--- config.mk ---
export PLATFORM = sky130hd
export DESIGN_NAME = mem_arbiter
export DESIGN_NICKNAME = d
export VERILOG_FILES = /design/src/rtl/mem_pkg.sv /design/src/rtl/mem_arbiter_rr_arb2.sv /design/src/rtl/mem_arbiter.sv
export SDC_FILE = /design/constraint.sdc
export NUM_CORES = 1
export LEC_CHECK = 0
export BUFFER_PORTS_ARGS = -buffer_cell sky130_fd_sc_hd__buf_2
export CORE_ASPECT_RATIO = 1.25
export CORE_MARGIN = 1.5
export CORE_UTILIZATION = 50
export CTS_BUF_LIST = sky130_fd_sc_hd__clkbuf_8
export DETAILED_ROUTE_END_ITERATION = 7
export MAX_ROUTING_LAYER = met4
export PLACE_DENSITY = 0.83
export RECOVER_POWER = 25
export SYNTH_ARGS = -nofsm -noshare
export SYNTH_HDL_FRONTEND = slang
export SYNTH_SLANG_ARGS = --single-unit
export TNS_END_PERCENT = 1
--- constraint.sdc ---
create_clock -name clk -period 6.2 [get_ports clk]
set_input_delay 0.93 -clock clk [delete_from_list [all_inputs] [get_ports clk]]
set_output_delay 0.93 -clock clk [all_outputs]
set_load 0.005 [all_outputs]
--- src/rtl/mem_pkg.sv ---
// Shared definitions for the memory arbiter and the memory it drives.
package mem_pkg;

    localparam logic [1:0] sz_byte  = 2'd0;
    localparam logic [1:0] sz_word  = 2'd1;
    localparam logic [1:0] sz_4word = 2'd2;
    localparam logic [1:0] sz_8word = 2'd3;

    localparam int LINE_BEATS = 4;

    typedef enum logic [1:0] {
        IDLE,
        ACCESS,
        RESP
    } arb_state_t;

    // Only byte and word reach the memory; every other code becomes a word.
    function automatic logic [1:0] norm_size(input logic [1:0] size);
        return (size == sz_byte) ? sz_byte : sz_word;
    endfunction

endpackage

--- src/rtl/mem_arbiter_rr_arb2.sv ---
// Two-input round-robin picker; bit 0 = fetch, bit 1 = data.
module rr_arb2 (
    input  logic       clk,
    input  logic       rst,
    input  logic [1:0] req,
    input  logic       take,
    output logic [1:0] grant
);

    logic last_data;

    always_comb begin
        grant = req;
        if (req == 2'b11) begin
            grant = last_data ? 2'b01 : 2'b10;
        end
    end

    always_ff @(posedge clk or posedge rst) begin
        if (rst) begin
            last_data <= 1'b0;
        end else if (take && (grant != 2'b00)) begin
            last_data <= grant[1];
        end
    end

endmodule

--- src/rtl/mem_arbiter.sv ---
// Arbitrates fetch and data ports onto the single-ported memory and splits
// fetch lines into consecutive word accesses.
module mem_arbiter
    import mem_pkg::*;
#(
    parameter logic [31:0] BASE_ADDR = 32'h8002_0000
) (
    input  logic        clk,
    input  logic        rst,
    input  logic        i_req,
    input  logic [31:0] i_addr,
    input  logic        i_line,
    output logic [31:0] i_rdata,
    output logic        i_rvalid,
    output logic        i_done,
    input  logic        d_req,
    input  logic [31:0] d_addr,
    input  logic [31:0] d_wdata,
    input  logic [1:0]  d_size,
    input  logic        d_rd_wr,
    output logic [31:0] d_rdata,
    output logic        d_done,
    output logic [31:0] mem_addr,
    output logic [31:0] mem_data_in,
    output logic [1:0]  mem_access_size,
    output logic        mem_rd_wr,
    output logic        mem_enable,
    input  logic [31:0] mem_data_out,
    input  logic        mem_busy
);

    arb_state_t  state_q, state_d;
    logic [1:0]  grant;
    logic        port_data_q;
    logic [31:0] addr_q;
    logic [1:0]  size_q;
    logic        rd_wr_q;
    logic [31:0] wdata_q;
    logic [2:0]  beats_q;
    logic [31:0] i_rdata_q;
    logic [31:0] d_rdata_q;
    logic        last_beat;

    assign last_beat = (beats_q <= 3'd1);

    rr_arb2 u_rr_arb2 (
        .clk   (clk),
        .rst   (rst),
        .req   ({d_req, i_req}),
        .take  (state_q == IDLE),
        .grant (grant)
    );

    always_ff @(posedge clk or posedge rst) begin
        if (rst) begin
            state_q <= IDLE;
        end else begin
            state_q <= state_d;
        end
    end

    always_comb begin
        state_d         = state_q;
        mem_enable      = 1'b0;
        mem_addr        = '0;
        mem_data_in     = '0;
        mem_access_size = '0;
        mem_rd_wr       = 1'b0;
        i_rdata         = i_rdata_q;
        i_rvalid        = 1'b0;
        i_done          = 1'b0;
        d_rdata         = d_rdata_q;
        d_done          = 1'b0;
        case (state_q)
            IDLE: begin
                if (grant != 2'b00) begin
                    state_d = ACCESS;
                end
            end
            ACCESS: begin
                mem_enable      = 1'b1;
                mem_addr        = addr_q;
                mem_data_in     = wdata_q;
                mem_access_size = size_q;
                mem_rd_wr       = rd_wr_q;
                if (!mem_busy) begin
                    state_d = RESP;
                end
            end
            RESP: begin
                state_d = last_beat ? IDLE : ACCESS;
                if (!port_data_q) begin
                    i_rdata  = mem_data_out;
                    i_rvalid = 1'b1;
                    i_done   = last_beat;
                end else begin
                    if (rd_wr_q) begin
                        d_rdata = mem_data_out;
                    end
                    d_done = 1'b1;
                end
            end
            default: state_d = IDLE;
        endcase
    end

    // Request latch, line sequencing and read-data hold registers.
    always_ff @(posedge clk or posedge rst) begin
        if (rst) begin
            port_data_q <= 1'b0;
            addr_q      <= '0;
            size_q      <= '0;
            rd_wr_q     <= 1'b0;
            wdata_q     <= '0;
            beats_q     <= '0;
            i_rdata_q   <= '0;
            d_rdata_q   <= '0;
        end else begin
            case (state_q)
                IDLE: begin
                    if (grant[1]) begin
                        port_data_q <= 1'b1;
                        addr_q      <= d_addr;
                        size_q      <= norm_size(d_size);
                        rd_wr_q     <= d_rd_wr;
                        wdata_q     <= d_wdata;
                        beats_q     <= 3'd1;
                    end else if (grant[0]) begin
                        port_data_q <= 1'b0;
                        addr_q      <= i_addr & ~32'h3;
                        size_q      <= sz_word;
                        rd_wr_q     <= 1'b1;
                        wdata_q     <= '0;
                        beats_q     <= i_line ? 3'(LINE_BEATS) : 3'd1;
                    end
                end
                RESP: begin
                    if (!port_data_q) begin
                        i_rdata_q <= mem_data_out;
                    end else if (rd_wr_q) begin
                        d_rdata_q <= mem_data_out;
                    end
                    if (!last_beat) begin
                        addr_q  <= {addr_q[31:2] + 30'd1, 2'b00};
                        beats_q <= beats_q - 3'd1;
                    end else begin
                        beats_q <= '0;
                    end
                end
                default: ;
            endcase
        end
    end

endmodule

==> flow_metrics.py <==
metrics = {
    "run_status": {
        "status": "finished, violations left",
        "violations": "capacitance limit, slew limit",
    },
    "floorplan": {
        "die_area_um2": 14000,
        "fp.dieH_um": 132,
        "core-area_um2": 12800,
        "io_pins": 272,
        "row_count": 46,
        "die_width_um": 106,
        "initial_core_util_pct": 51.7,
    },
    "clock_tree": {
        "cts_setup_buffers": 0,
        "cts_tree": "yes",
        "cts_buffers": 17,
        "clk_pin_slew_ns": 0.08,
        "clock_path_buffers": 2,
        "cts_root_buffer": "clkbuf_8",
        "ctsHoldBuffers": 0,
        "clkSinkCount": 136,
        "cts-htree-levels": 4,
        "clk_latency_ns": 0.43,
        "ctsResizeCount": 0,
    },
    "sta": {
        "tightest_slew_ns": 2.56,
        "tns_ns": 0,
        "finalMaxSlewViolations": 92,
        "whs_ns": 0.495,
        "max_slew_margin_pct": -71.6,
        "fin_crit_ns": 4.15,
        "worst_slack_ns": 2.05,
        "setup_viol": 0,
        "final.setup_skew_ns": 0.0122,
        "min_period_over_period_pct": 67.0,
        "fmax_mhz": 241,
        "rsz0062_at_grt": "no",
        "hold_viol_final": 0,
    },
    "placement": {
        "hpwl_um": 13000,
        "dp_slack_ns": 3.24,
        "port_buffers": 268,
        "dp.cells": 1027,
        "placed_cell_area_um2": 8090,
        "gp_congestion": 0.903,
    },
    "global_routing": {
        "grt_pass1_wl_um": 28600,
        "grt_overflow": 0,
        "busiest_layer": "met2",
        "use_met3_pct": 4.55,
        "grt_max_degree": 80,
        "track_usage_pct": 26.5,
        "grt_use_met2_pct": 45.1,
        "met1_usage_pct": 31.2,
        "first_global_vias": 5738,
        "antenna_found_initial": 1,
    },
    "logic_synthesis": {
        "synthAdderAreaFrac_pct": 0.566,
        "yosys-top-cells-area": "dfrtp_1 (51%), mux2_2 (11%), and2_1 (6.2%)",
        "ys_ff_latch": 136,
        "synthMuxAreaShare_pct": 11.3,
        "synth.most_common_cell": "dfrtp_1",
        "synth_enable_flop_cells": 0,
        "synth_simple_gate_area_share_pct": 18.7,
        "syn_inst": 629,
        "synth_top_family_by_area": "simple AND/OR/NAND/NOR gates",
        "synthTopCellsByCount": "dfrtp_1 (136), nand2_1 (76), and2_1 (66)",
        "synth_cell_types": 56,
        "synth_compound_area_share_pct": 15.0,
        "synthArstFlopShare_pct": 100,
        "synthFlopType": "dfrtp_1",
        "synth_top_area_share_pct": 51.3,
        "syn_avg_cell_area_um2": 10.5,
        "ys_warn_count": 0,
        "synth-seq-area-share_pct": 51.3,
        "synthXorXnorAreaFrac_pct": 0,
        "yosysTopAreaCell": "dfrtp_1",
        "syn_nets": 769,
        "syn_area_um2": 6630,
    },
    "setup_path": {
        "worstSetupStartpointType": "flip-flop",
        "crit_slowest_cell": "clkbuf_1",
        "path_class": "reg -> out",
        "worstPathRequired_ns": 5.27,
        "endpoint_kind": "output pin",
        "slowest_delay_ns": 1.33,
        "cp_max_fo": 32,
        "worstPathArrival_ns": 3.22,
        "cp_cell_sequence": "nor2b_1, and2_0, nand2_1, clkbuf_1, mux2_2, buf_2",
    },
    "final_layout": {
        "utilization_pct": 65.7,
        "drive_gt1_share_pct": 41.0,
        "fin_area_um2": 8430,
        "instances_no_fill": 1060,
        "final_nets": 1018,
        "area_growth_pct": 27.2,
    },
    "power_and_ir_drop": {
        "powerDensity_nw_per_um2": 489,
        "total_power_mw": 4.13,
        "leakage_nw": 4.14,
        "peakVddDrop_v": 0.000194,
    },
    "detailed_routing": {
        "first_pass_iters": 7,
        "drtAntennaViolNets": 0,
        "wl_um": 17900,
        "wl_per_cell_um": 16.9,
        "drc": 0,
        "via_per_inst": 5.53,
        "vias": 5866,
        "drtIter0Drc": 232,
    },
    "run": {
        "drv_cap": 2,
    },
    "hold_path": {
        "hold_path_class": "reg -> reg",
    },
}
## final timing paths
path	start	endpoint	slack, ns	depth (start not counted)
setup / recovery	state_q[1]	d_rdata[1]	2.05	6
hold / removal	d_rdata_q[7]	d_rdata_q[7]	0.50	1
setup reg to reg	state_q[1]	d_rdata_q[10]	3.42	5
hold reg to reg	d_rdata_q[7]	d_rdata_q[7]	0.50	1
max in group asynchronous	rst	d_rdata_q[16]	3.11	3
min in group asynchronous	rst	i_rdata_q[6]	1.19	2
## per-layer routing
metal / part of all wire [%] / vias to the layer above
li1: - / 2754
met1: 40 / 2813
met2: 51 / 266
met3: 6.4 / 33
met4: 2.5 / 0
met5: 0 / -
## sequential cells by signal, indices dropped and copies added (netlist names), 2 cells and up
name,count
beats_q,3
i_rdata_q,32
wdata_q,32
addr_q,32
d_rdata_q,32
state_q,2
## cell usage in the layout (no fill, tap or decap), drive strengths merged, types with 2 or more instances in the layout
master    instances
nor3              6
clkinvlp          5
dfrtp           136
and4              7
mux2i             3
or2               4
a211oi            2
a21oi            32
nor2             15
mux2             64
clkbuf           20
a22o             34
o22a             11
nand3            27
clkinv            3
and2             67
o31ai             3
nor4              6
a21boi            2
a31oi            10
and3             10
a311oi            4
o32ai             2
nand4             7
buf             273
ha                3
o21a              3
inv              12
o21ai            21
nand2            76
nor2b             4
## power by group
part,leakage [nW],total (mW),switching [mW],internal [mW]
sequential,1.63,1.60,0.270,1.33
clock,0.176,0.674,0.383,0.291
combinational,2.33,1.85,0.948,0.901
total,4.14,4.13,1.60,2.52
## cells by family after synthesis
group,count (synthesis)
AND/OR/NAND/NOR,233
AO/OA/AOI/OAI,138
flip-flops,136
multiplexers,67
buffers and inverters,51
adder cells (fa/ha/maj),3
other,1
## worst max-delay path: cells and delay by family (launching register included)
family                 cells  cell delay [ns]
AND/OR/NAND/NOR            3             0.43
multiplexers               1             0.45
buffers and inverters      2             1.47
flip-flops                 1             0.41
## layout make-up
class	count	area, µm²
diodes	1	2.50
clock inverters	15	133
inverters	5	20.0
flip-flops and latches	136	3400
clock buffers	17	234
multi-input cells	442	3040
fillers	1070	4400
repair buffers	276	1390
well taps	168	210
(Power assumes the default switching activity.)
